[src/rtl/ps_bigreg_collector.sv]
// Collects one PS_BIGREG window (SAMPLES entries plus a VALID entry) from mem_map writes and emits it as one wide word.
// Optional idle timeout in COLLECT is enabled by defining BIGREG_TIMEOUT_EN.
module ps_bigreg_collector #(
  parameter int BASE_ID        = 1,
  parameter int SAMPLES        = 16,
  parameter int DATA_WIDTH     = 16,
  parameter int ID_WIDTH       = 8,
  parameter int TIMEOUT_CYCLES = 1024
) (
  input  logic                             clk,
  input  logic                             rst_n,
  input  logic                             wr_en,
  input  logic [ID_WIDTH-1:0]              wr_id,
  input  logic [31:0]                      wr_data,
  output logic                             resp_valid,
  output logic [1:0]                       resp,
  output logic [SAMPLES-1:0]               fresh_mask,
  output logic [SAMPLES*DATA_WIDTH-1:0]    out_data,
  output logic                             out_valid,
  input  logic                             out_ready,
  output logic                             busy
);

  localparam int OFF_W = $clog2(SAMPLES + 1);
  localparam logic [ID_WIDTH-1:0] ID_LO = ID_WIDTH'(BASE_ID);
  localparam logic [ID_WIDTH-1:0] ID_HI = ID_WIDTH'(BASE_ID + SAMPLES);
  localparam logic [1:0] RESP_OKAY   = 2'b00;
  localparam logic [1:0] RESP_SLVERR = 2'b10;

  typedef enum logic [1:0] {IDLE, COLLECT, HOLD} state_t;

  state_t                  state_reg, state_next;
  logic [SAMPLES-1:0]      fresh_reg, fresh_next;
  logic [DATA_WIDTH-1:0]   entry_reg [SAMPLES];
  logic [DATA_WIDTH-1:0]   word_reg  [SAMPLES];
  logic                    out_valid_reg, out_valid_next;
  logic                    resp_valid_reg;
  logic [1:0]              resp_reg, resp_next;
  logic                    claimed;
  logic                    is_valid_id;
  logic [OFF_W-1:0]        offset;
  logic                    store_en;
  logic                    emit;
  logic                    clear;
  logic                    timeout_hit;

  assign claimed     = wr_en && (wr_id >= ID_LO) && (wr_id <= ID_HI);
  assign offset      = OFF_W'(wr_id - ID_LO);
  assign is_valid_id = (offset == OFF_W'(SAMPLES));

  always_comb begin
    state_next     = state_reg;
    fresh_next     = fresh_reg;
    out_valid_next = out_valid_reg;
    resp_next      = RESP_OKAY;
    store_en       = 1'b0;
    emit           = 1'b0;
    clear          = 1'b0;
    case (state_reg)
      IDLE: begin
        if (claimed) begin
          if (is_valid_id) begin
            resp_next = RESP_SLVERR;
          end else begin
            store_en   = 1'b1;
            fresh_next = fresh_reg | (SAMPLES'(1) << offset);
            state_next = COLLECT;
          end
        end
      end
      COLLECT: begin
        if (claimed) begin
          if (!is_valid_id) begin
            store_en   = 1'b1;
            fresh_next = fresh_reg | (SAMPLES'(1) << offset);
          end else if (&fresh_reg) begin
            emit           = 1'b1;
            fresh_next     = '0;
            out_valid_next = 1'b1;
            state_next     = HOLD;
          end else begin
            resp_next = RESP_SLVERR;
          end
        end else if (timeout_hit) begin
          clear      = 1'b1;
          fresh_next = '0;
          state_next = IDLE;
        end
      end
      HOLD: begin
        // A write racing the handshake is still judged against HOLD.
        if (claimed) resp_next = RESP_SLVERR;
        if (out_valid_reg && out_ready) begin
          out_valid_next = 1'b0;
          state_next     = IDLE;
        end
      end
      default: state_next = IDLE;
    endcase
  end

  always_ff @(posedge clk) begin
    if (!rst_n) begin
      state_reg      <= IDLE;
      fresh_reg      <= '0;
      out_valid_reg  <= 1'b0;
      resp_valid_reg <= 1'b0;
      resp_reg       <= RESP_OKAY;
    end else begin
      state_reg      <= state_next;
      fresh_reg      <= fresh_next;
      out_valid_reg  <= out_valid_next;
      resp_valid_reg <= claimed;
      resp_reg       <= resp_next;
    end
  end

  for (genvar gi = 0; gi < SAMPLES; gi++) begin : g_entry
    always_ff @(posedge clk) begin
      if (!rst_n || clear) begin
        entry_reg[gi] <= '0;
      end else if (store_en && offset == OFF_W'(gi)) begin
        entry_reg[gi] <= wr_data[DATA_WIDTH-1:0];
      end
    end

    always_ff @(posedge clk) begin
      if (!rst_n) begin
        word_reg[gi] <= '0;
      end else if (emit) begin
        word_reg[gi] <= entry_reg[gi];
      end
    end

    assign out_data[gi*DATA_WIDTH +: DATA_WIDTH] = word_reg[gi];
  end

`ifdef BIGREG_TIMEOUT_EN
  localparam int CNT_W = (TIMEOUT_CYCLES > 1) ? $clog2(TIMEOUT_CYCLES) : 1;
  logic [CNT_W-1:0] idle_cnt_reg;

  always_ff @(posedge clk) begin
    if (!rst_n || state_reg != COLLECT || claimed || timeout_hit) begin
      idle_cnt_reg <= '0;
    end else begin
      idle_cnt_reg <= idle_cnt_reg + CNT_W'(1);
    end
  end

  assign timeout_hit = (state_reg == COLLECT) && !claimed &&
                       (idle_cnt_reg == CNT_W'(TIMEOUT_CYCLES - 1));
`else
  assign timeout_hit = 1'b0;
`endif

  if (DATA_WIDTH < 32) begin : g_unused
    logic unused_hi;
    assign unused_hi = ^wr_data[31:DATA_WIDTH];
  end

  assign resp_valid = resp_valid_reg;
  assign resp       = resp_reg;
  assign fresh_mask = fresh_reg;
  assign out_valid  = out_valid_reg;
  assign busy       = (state_reg != IDLE);

endmodule

[config.mk]
export PLATFORM = sky130hd
export DESIGN_NAME = ps_bigreg_collector
export DESIGN_NICKNAME = d
export VERILOG_FILES = /design/src/rtl/ps_bigreg_collector.sv
export SDC_FILE = /design/constraint.sdc
export NUM_CORES = 1
export LEC_CHECK = 0
export BUFFER_PORTS_ARGS = -buffer_cell sky130_fd_sc_hd__clkbuf_2
export CELL_PAD_IN_SITES_DETAIL_PLACEMENT = 0
export CELL_PAD_IN_SITES_GLOBAL_PLACEMENT = 1
export CORE_UTILIZATION = 47
export DETAILED_ROUTE_END_ITERATION = 8
export HOLD_SLACK_MARGIN = 0.08
export PLACE_DENSITY = 0.85
export SLEW_MARGIN = 20
export SYNTH_ARGS = -nofsm -noshare
export SYNTH_HDL_FRONTEND = slang
export SYNTH_SLANG_ARGS = --single-unit
export TNS_END_PERCENT = 10
[constraint.sdc]
create_clock -name clk -period 4.9 [get_ports clk]
set_input_delay 0.245 -clock clk [delete_from_list [all_inputs] [get_ports clk]]
set_output_delay 0.245 -clock clk [all_outputs]
set_load 0.03 [all_outputs]
Yosys cells after proc, flatten, opt, wreduce, memory -nomap -nowiden
Memories as Yosys holds them, arrays and structs flattened.
Cells that the tools add are included.
- div/mod/pow operators: 0
- order comparisons: 2
- muxes and demuxes: 116
- $add $sub $neg: 1
- bitwise operators: 33
- $mul: 0
- shift operators: 1
- equality and inequality tests: 25
- reduce and logical (&&, ||, !) cells: 29
- operators by type and width (kind ; count):
    $mux 16 ; 37
    $mux 1 ; 63
    $eq 5x4->1 const B ; 8
    $or 1x1->1 ; 32
    $pmux 16 s2 ; 1
    $mux 2 ; 12
    $eq 5x3->1 const B ; 4
    $logic_and 1x1->1 ; 19
    $or 16x16->16 ; 1
    $reduce_and 16->1 ; 1
    $shl 1x5->16 const A ; 1
    $ne 2x2->1 const B ; 6
    $pmux 2 s3 ; 2
    $eq 5x2->1 const B ; 2
    $reduce_and 5->1 ; 2
    $ge 8x1->1 const B ; 1
    $le 8x5->1 const B ; 1
    $reduce_and 6->1 ; 1
    $reduce_bool 2->1 ; 3
    $eq 5x1->1 const B ; 1
    $eq 5x5->1 const B ; 1
    $logic_not 5->1 ; 1
    $sub 5x1->5 const B ; 1
    $ne 3x3->1 const B ; 1
    other kinds (5) ; 5
- word-level logic and storage cells: 214
- flip-flop bits (word level): 22
- memory bits (writable): 512
- memories: 2
- bits in latches: 0
- bits in read-only memories: 0
- output and inout port bits: 277
- memories (memory ; depth ; width ; read ports ; clocked after Yosys merged registers in ; wr ports ; line ; RTL):
    entry_reg ; 16 ; 16 ; 16 ; 0 ; 16 ; 34 ; logic [DATA_WIDTH-1:0] entry_reg [SAMPLES];
    word_reg ; 16 ; 16 ; 16 ; 0 ; 16 ; 35 ; logic [DATA_WIDTH-1:0] word_reg [SAMPLES];

Depth between registers and ports, before layout
Gate-level depths: netlist (run 1).
- depth after elaboration: 10
- gate-level depth with buffers: 7
- mapped depth without buffers: 4

Worst setup path after synthesis (run 1)
OpenSTA, ideal clock, no wires.
- path type: input port to flip-flop
- start: input port wr_id[7]
- end: memory entry_reg[1][0] (netlist: entry_reg[0][16]), enable pin
- buffers on the path: 1
- cell stages on the path: 4
- arrival time: 3.201 ns
- required time: 4.465 ns
- library setup time: 0.435 ns
- slack: 1.264 ns
- cell sequence: or4b_2 -> clkbuf_1 -> or3_1 -> o41ai_1
- RTL lines (what ; line ; RTL):
    from (decl) ; 13 ; input logic [ID_WIDTH-1:0] wr_id,
    to (decl) ; 34 ;

==> results of run 1 <==
metal layers:
| metal | vias up | track usage, % | wire length [um] |
|---|---|---|---|
| li1 | 4984 | - | - |
| met1 | 5219 | 26.13 | 17950 |
| met2 | 371 | 36.41 | 23120 |
| met3 | 80 | 5.831 | 3766 |
| met4 | 2 | 5.857 | 1056 |
| met5 | - | 0 | 11 |
cell families after synthesis:
kind of cell	count (synthesis)	synth area share, %
flip-flops	533	78.64
other	1	0.01867
AND/OR/NAND/NOR	600	18.34
AO/OA/AOI/OAI	42	1.408
buffers and inverters	73	1.589
through the flow:
step                area [um^2]  std cells  setup WS, ns  hold slack (ns)
floorplan                 20080       1249         1.264           0.4343
global placement          22150       2038         1.713           0.4771
detailed placement        22160       2038         1.685           0.4833
CTS                       23850       2136         1.862           0.1241
global route              23850       2136         1.723           0.1740
finish                    23850       2136         1.887           0.1797
worst min-delay path: stages:
cell and delay, ns:
sky130_fd_sc_hd__clkbuf_2 0.23, sky130_fd_sc_hd__a31oi_1 0.19, sky130_fd_sc_hd__nor2_1 0.05
cell usage in the layout (no fill, tap or decap), types with 6 or more instances in the layout:
cell type | Yosys | routed
sky130_fd_sc_hd__dfxtp_1 | 21 | 21
sky130_fd_sc_hd__edfxtp_1 | 512 | 512
sky130_fd_sc_hd__o21ai_1 | 0 | 8
sky130_fd_sc_hd__nor3_1 | 10 | 8
sky130_fd_sc_hd__nand2_1 | 11 | 11
sky130_fd_sc_hd__nand4_1 | 6 | 6
sky130_fd_sc_hd__clkbuf_16 | 0 | 53
sky130_fd_sc_hd__buf_4 | 1 | 17
sky130_fd_sc_hd__a21oi_1 | 7 | 7
sky130_fd_sc_hd__nor2_1 | 29 | 29
sky130_fd_sc_hd__a31oi_1 | 9 | 9
sky130_fd_sc_hd__nand2b_1 | 6 | 6
sky130_fd_sc_hd__clkinv_2 | 0 | 9
sky130_fd_sc_hd__clkbuf_2 | 20 | 303
sky130_fd_sc_hd__and2_1 | 512 | 512
sky130_fd_sc_hd__nor2b_1 | 7 | 7
sky130_fd_sc_hd__clkbuf_1 | 43 | 6
sky130_fd_sc_hd__clkinv_1 | 0 | 17
path summary, 6_finish.rpt:
path | to | cells after the start | start
max reg2reg | word_reg[1][121] | 4 | fresh_mask[8]
min | fresh_mask[14] | 3 | wr_id[1]
min reg2reg | fresh_mask[5] | 2 | fresh_mask[5]
max | word_reg[1][121] | 4 | fresh_mask[8]
area by class of cell:
cell class	instances	area, um^2
tap	539	674.4
timing repair buffer	324	1695
inverter	1	3.754
multi-input combinational	643	4016
clock buffer	59	1349
sequential	533	15800
fill	3278	18190
clock inverter	37	319.1
Yosys cell counts, types with 2 or more instances:
cell type,count
sky130_fd_sc_hd__and2_1,512
sky130_fd_sc_hd__edfxtp_1,512
sky130_fd_sc_hd__clkbuf_1,43
sky130_fd_sc_hd__nor2_1,29
sky130_fd_sc_hd__dfxtp_1,21
sky130_fd_sc_hd__clkbuf_2,20
sky130_fd_sc_hd__o21ai_0,13
sky130_fd_sc_hd__nand2_1,11
sky130_fd_sc_hd__nor3_1,10
sky130_fd_sc_hd__a31oi_1,9
sky130_fd_sc_hd__a21oi_1,7
sky130_fd_sc_hd__buf_2,7
sky130_fd_sc_hd__nor2b_1,7
sky130_fd_sc_hd__nand2b_1,6
sky130_fd_sc_hd__nand4_1,6
sky130_fd_sc_hd__a41oi_1,3
sky130_fd_sc_hd__and3_1,3
sky130_fd_sc_hd__nand3_1,3
sky130_fd_sc_hd__a31o_2,2
sky130_fd_sc_hd__o21a_1,2
sky130_fd_sc_hd__o31ai_1,2
sky130_fd_sc_hd__or2_2,2
sky130_fd_sc_hd__or3_1,2
what timing repair did:
item,4_1_cts,5_1_grt
gates resized for setup,0,0
hold endpoints to repair,3,0
hold buffers,2,0
power by group:
group	internal [W]	switching, W
registers	0.00520	0.0000693
clock network	0.00224	0.00168
logic	0.000101	0.000465
total	0.00754	0.00221
==> load_flow_metrics.sql, run 1 <==
INSERT INTO impl_metrics (metric_group, metric, value, unit) VALUES
('die', 'fp.dieW', '208.7', 'um'),
('critical_path', 'type_of_destination_of_the_critical_path', 'flop', ''),
('timing', 'fin_setup_tns', '0', 'ns'),
('critical_path', 'reg2reg_setup_slack', '1.89', 'ns'),
('global_routing', 'grt_max_degree', '189', ''),
('cts', 'clk_transition_reported_paths', '0.07', 'ns'),
('die', 'die_height', '208.7', 'um'),
('global_routing', 'via_count_of_the_first_global_routing_pass', '10381', ''),
('synthesis', 'synthCells', '1249', ''),
('cts', 'cts_tree', 'built', ''),
('timing', 'final-setup-viol-count', '0', ''),
('timing', 'slew_headroom', '28.61', '%'),
('power', 'power-per-cell-area', '408.9', 'mW/mm^2'),
('critical_path', 'path_buf_inv', '1', ''),
('synthesis', 'post_synth.cell_area_avg', '16.08', 'um^2'),
('critical_path', 'path_cells', 'nand4_1 -> or4_1 -> o41ai_4 -> buf_4', ''),
('timing', 'worst-slew-pin-transition', '1.071', 'ns'),
('die', 'io_pins', '321', ''),
('run_status', 'run_status', 'finished, final reports clean', ''),
('die', 'die-area', '0.04356', 'mm^2'),
('routing', 'num_vias', '10656', ''),
('power', 'power_leakage', '9.027', 'nW'),
('cts', 'cts.path.max_buffers', '3', ''),
('synthesis', 'netlist.area_leader.share', '76.55', '%'),
('global_routing', 'grt_first_pass_wirelength', '66580', 'um'),
('cells_and_area', 'areaGrowthSynthToFinish', '18.76', '%'),
('critical_path', 'slowest_delay', '0.89', 'ns'),
('power', 'design_power_total', '0.009754', 'W'),
('cts', 'clock_tree.root_cell', 'sky130_fd_sc_hd__clkbuf_16', ''),
('cells_and_area', 'num_antenna_cells', '0', ''),
('job', 'maxCapViolCount', '0', ''),
('synthesis', 'synth-async-reset-ratio', '0', '%'),
('routing', 'route.final.wire_length', '45910', 'um'),
('routing', 'antenna_left', '0', ''),
('routing', 'route.detailed.drc', '0', ''),
('synthesis', 'yosys_register_bits', '533', ''),
('cts', 'cts_max_level', '2', ''),
('routing', 'drt_iter0_drc', '854', ''),
('cells_and_area', 'share_of_post_route_cells_with_drive_strength_above_1', '25.92', '%'),
('timing', 'worst_clock_skew', '0.01227', 'ns'),
('global_routing', 'antenna_found_initial', '7', ''),
('critical_path', 'critical_path_peak_fanout', '84', ''),
('cts', 'insertion_delay', '0.59', 'ns'),
('synthesis', 'synth_flop_cell', 'sky130_fd_sc_hd__edfxtp_1', ''),
('synthesis', 'synth.net_count', '1293', ''),
('synthesis', 'syn-cell-area', '0.02008', 'mm^2'),
('cts', 'cts_made_buffers', '52', ''),
('synthesis', 'ys_types', '40', ''),
('timing', 'finalWorstPathRequiredPeriod', '3.013', 'ns'),
('timing', 'achievable-frequency', '331.8', 'MHz'),
('global_routing', 'grt_remaining_overflow', '0', ''),
('synthesis', 'synth_warnings', '0', ''),
('synthesis', 'post-synth-top-area-cell', 'sky130_fd_sc_hd__edfxtp_1', ''),
('timing', 'finalCritPeriodShare', '61.50', '%'),
('power', 'ir_drop', '0.3061', 'mV'),
('synthesis', 'synth.yosys.seq_area_share', '78.64', '%'),
('die', 'effective_utilization_at_floorplan', '47.77', '%'),
('cts', 'setup_buffers_after_cts', '0', ''),
('die', 'core.rowCount', '75', ''),
('critical_path', 'crit_type', 'reg2reg', ''),
('timing', 'maxSlewViolCount', '0', ''),
('cells_and_area', 'finalNetCount', '1599', ''),
('die', 'design.core.area', '0.04204', 'mm^2'),
('critical_path', 'crit_required', '5.10', 'ns'),
('place', 'dp_hpwl', '28010', 'um'),
('critical_path', 'startpoint_type', 'flop', ''),
('critical_path', 'cp_top_family', 'buffers and inverters', ''),
('timing', 'rsz0062_at_grt', 'false', ''),
('global_routing', 'total_global_route_track_usage', '21.13', '%'),
('routing', 'first_pass_iters', '5', ''),
('worst_hold_path', 'hp-class', 'in2reg', ''),
('cts', 'clock_sink_count', '533', ''),
('synthesis', 'synth_top_cells_by_area', 'sky130_fd_sc_hd__edfxtp_1 77%, sky130_fd_sc_hd__and2_1 16%, sky130_fd_sc_hd__dfxtp_1 2.1%', ''),
('routing', 'route.detailed.vias_per_inst', '4.989', ''),
('critical_path', 'critPathSlowestCell', 'sky130_fd_sc_hd__buf_4', ''),
('place', 'place_congestion', '0.7979', ''),
('timing', 'timing.final.hold_violations', '0', ''),
('cells_and_area', 'fin_util', '56.74', '%'),
('synthesis', 'synth_enable_flop_cells', '512', ''),
('routing', 'routed_wirelength_normalized_by_instance_count', '21.49', 'um'),
('critical_path', 'worst-endpoint-arrival', '3.22', 'ns'),
('place', 'portBuffers', '303', '');
Note: power is estimated with default switching activity, not from simulation.
==> run 2, diff against run 1 <==
--- a/config.mk
+++ b/config.mk
@@ -8,10 +8,10 @@
 export BUFFER_PORTS_ARGS = -buffer_cell sky130_fd_sc_hd__clkbuf_2
 export CELL_PAD_IN_SITES_DETAIL_PLACEMENT = 0
 export CELL_PAD_IN_SITES_GLOBAL_PLACEMENT = 1
-export CORE_UTILIZATION = 47
+export CORE_UTILIZATION = 42
 export DETAILED_ROUTE_END_ITERATION = 8
 export HOLD_SLACK_MARGIN = 0.08
-export PLACE_DENSITY = 0.85
+export PLACE_DENSITY = 0.81
 export SLEW_MARGIN = 20
 export SYNTH_ARGS = -nofsm -noshare
 export SYNTH_HDL_FRONTEND = slang
==> constraint.sdc (replaced) <==
create_clock -name clk -period 2.75 [get_ports clk]
set_input_delay 0.1375 -clock clk [delete_from_list [all_inputs] [get_ports clk]]
set_output_delay 0.1375 -clock clk [all_outputs]
set_load 0.03 [all_outputs]
==> load_flow_metrics.sql, run 2 (same netlist as run 1, synthesis figures left out) <==
INSERT INTO impl_metrics (metric_group, metric, value, unit) VALUES
('run_status', 'run_status', 'finished, violations left', ''),
('run_status', 'violations', 'DRC', ''),
('cells_and_area', 'fin_util', '52.48', '%'),
('cells_and_area', 'multi_input_gate_area', '0.004029', 'mm^2'),
('global_routing', 'grt_first_pass_wirelength', '67500', 'um'),
('routing', 'wirelength_met1', '18790', 'um'),
('critical_path', 'worst_r2r_startpoint', 'fresh_mask[12]', ''),
('routing', 'routed_wirelength_normalized_by_instance_count', '21.02', 'um'),
('critical_path', 'startpoint_type', 'input port', ''),
('power', 'power_leakage', '9.354', 'nW'),
('timing', 'final-setup-viol-count', '0', ''),
('cts', 'cts_made_buffers', '52', ''),
('timing', 'final.setup.worst_slack', '0.1482', 'ns'),
('worst_hold_path', 'hold_path_end', 'resp_valid', ''),
('worst_hold_path', 'worstHoldStart', 'wr_id[3]', ''),
('global_routing', 'grt_remaining_overflow', '0', ''),
('place', 'place_congestion', '0.8086', ''),
('timing', 'maxSlewViolCount', '0', ''),
('timing', 'slew_headroom', '46.64', '%'),
('job', 'maxCapViolCount', '0', ''),
('die', 'design.core.area', '0.04685', 'mm^2'),
('routing', 'num_vias', '10880', ''),
('timing', 'worst_clock_skew', '0.01915', 'ns'),
('global_routing', 'via_count_of_the_first_global_routing_pass', '10319', ''),
('timing', 'rsz0062_at_grt', 'false', ''),
('place', 'post-place-ws', '0.2256', 'ns'),
('cts', 'cts_max_level', '2', ''),
('critical_path', 'crit_required', '3.20', 'ns'),
('timing', 'achievable-frequency', '384.3', 'MHz'),
('die', 'effective_utilization_at_floorplan', '42.87', '%'),
('timing', 'timing.final.hold_violations', '0', ''),
('routing', 'route.detailed.vias_per_inst', '4.825', ''),
('critical_path', 'r2r-end', 'word_reg[0][118]', ''),
('cells_and_area', 'finalNonFillerCells', '2255', ''),
('die', 'die-area', '0.04870', 'mm^2'),
('cts', 'cts_tree', 'built', ''),
('cells_and_area', 'areaGrowthSynthToFinish', '22.43', '%'),
('worst_hold_path', 'hp-class', 'in2reg', ''),
('cells_and_area', 'seqCellArea', '0.01585', 'mm^2'),
('cts', 'insertion_delay', '0.60', 'ns'),
('critical_path', 'type_of_destination_of_the_critical_path', 'flop', ''),
('die', 'core.rowCount', '79', ''),
('critical_path', 'reg2reg_setup_slack', '0.24', 'ns'),
('global_routing', 'grt_max_degree', '99', ''),
('critical_path', 'worst_r2r_path_depth', '5', ''),
('cts', 'clock_sink_count', '533', ''),
('worst_hold_path', 'holdPathStages', '4', ''),
('cells_and_area', 'share_of_post_route_cells_with_drive_strength_above_1', '28.77', '%'),
('routing', 'route.met2.wl', '24260', 'um'),
('routing', 'met3WireLength', '3231', 'um'),
('place', 'dp_hpwl', '30140', 'um'),
('place', 'portBuffers', '303', ''),
('power', 'power-per-cell-area', '722.0', 'mW/mm^2'),
('critical_path', 'critical_path_peak_fanout', '98', ''),
('critical_path', 'crit_type', 'in2reg', ''),
('cts', 'clk_transition_reported_paths', '0.06', 'ns'),
('routing', 'drt_iter0_drc', '916', ''),
('routing', 'route.final.wire_length', '47400', 'um'),
('cells_and_area', 'fillCellCount', '3813', ''),
('routing', 'dr.max_layer_used', 'met4', ''),
('timing', 'worst-slew-pin-transition', '0.8004', 'ns'),
('die', 'die_height', '220.7', 'um'),
('timing', 'finalWorstPathRequiredPeriod', '2.602', 'ns'),
('timing', 'finalCritPeriodShare', '94.61', '%'),
('cts', 'clock_tree.root_cell', 'sky130_fd_sc_hd__clkbuf_16', ''),
('cells_and_area', 'finalNetCount', '1644', ''),
('cells_and_area', 'final_cell_mix', '512 x sky130_fd_sc_hd__and2_1, 512 x sky130_fd_sc_hd__edfxtp_1, 303 x sky130_fd_sc_hd__clkbuf_2', ''),
('routing', 'route.detailed.drc', '31', ''),
('critical_path', 'crit_start', 'wr_id[7]', ''),
('place', 'dpl.cell_count', '2143', ''),
('global_routing', 'antenna_found_initial', '10', ''),
('critical_path', 'worst-endpoint-arrival', '3.05', 'ns'),
('cts', 'cts.path.max_buffers', '3', ''),
('die', 'io_pins', '321', ''),
('routing', 'antenna_left', '0', ''),
('routing', 'first_pass_iters', '7', ''),
('die', 'fp.dieW', '220.7', 'um'),
('global_routing', 'total_global_route_track_usage', '19.49', '%'),
('power', 'ir_drop', '0.5388', 'mV');
## run 2: cell count changes in the layout (fill, tap and decap cells not counted), sizes merged
cell | previous run | this run
buf | 19 | 57
bufinv | 5 | 8
clkbuf | 362 | 365
clkinv | 27 | 22
diode | 0 | 4
dlygate4sd3 | 2 | 9
inv | 3 | 4
## run 2: critical path, cell delays in order
cell	delay, ns
sky130_fd_sc_hd__dlygate4sd3_1	0.53
sky130_fd_sc_hd__clkbuf_2	0.13
sky130_fd_sc_hd__nor4b_4	0.34
sky130_fd_sc_hd__dlygate4sd3_1	0.67
sky130_fd_sc_hd__o2111ai_2	0.22
sky130_fd_sc_hd__nor3_4	0.28
sky130_fd_sc_hd__buf_4	0.17
sky130_fd_sc_hd__buf_16	0.24
sky130_fd_sc_hd__and2_1	0.24
## run 2: what timing repair did
action                                  4_1_cts  5_1_grt
resized for setup                             0        3
hold buffers                                  9        0
buffers inserted                              0        1
endpoints found under the hold margin        11        0
endpoints found under the setup margin        0       15
## run 2: area by class of cell
class                   count  area share (%)
diodes                      4         0.04071
clock buffers              62           5.531
clock inverters            36           1.674
inverters                   1         0.01526
multi-input cells         643           16.38
flip-flops and latches    533           64.44
well taps                 607           3.089
repair buffers            369           8.828
## run 2: worst max-delay path by stage
stage                            endpoint  slack [ns]  cells past startpoint
after global routing      word_reg[1][12]        0.05                      9
after floorplan           entry_reg[0][0]       -0.25                      5
final                     word_reg[1][12]        0.15                      9
after detailed placement  word_reg[1][21]        0.23                      6
after global placement    word_reg[1][21]        0.26                      5
after CTS                 word_reg[0][38]        0.14                      9
## run 2: per-layer routing
layer	track usage, %	vias to the layer above
met5	0	-
met4	5.913	0
met3	3.794	64
met2	33.46	390
met1	24.95	5343
li1	-	5083
## run 2: report_power, final
group	internal [W]	switching, W	total [W]
Combinational	0.000217	0.000833	0.00105
Clock	0.00431	0.00302	0.00733
Sequential	0.00925	0.000126	0.00938
## run 2: per-stage QoR
step / total power, W / cell area [um^2] / setup TNS [ns] / hold slack, ns
4_1_cts: 0.01793 / 24550 / 0 / 0.1355
3_5_place_dp: 0.01061 / 22690 / 0 / 0.4513
5_1_grt: 0.01829 / 24580 / 0 / 0.1894
2_1_floorplan: 0.01012 / 20170 / -55.28 / 0.3123
3_3_place_gp: 0.01059 / 22690 / 0 / 0.4457
6_report: 0.01775 / 24590 / 0 / 0.1773
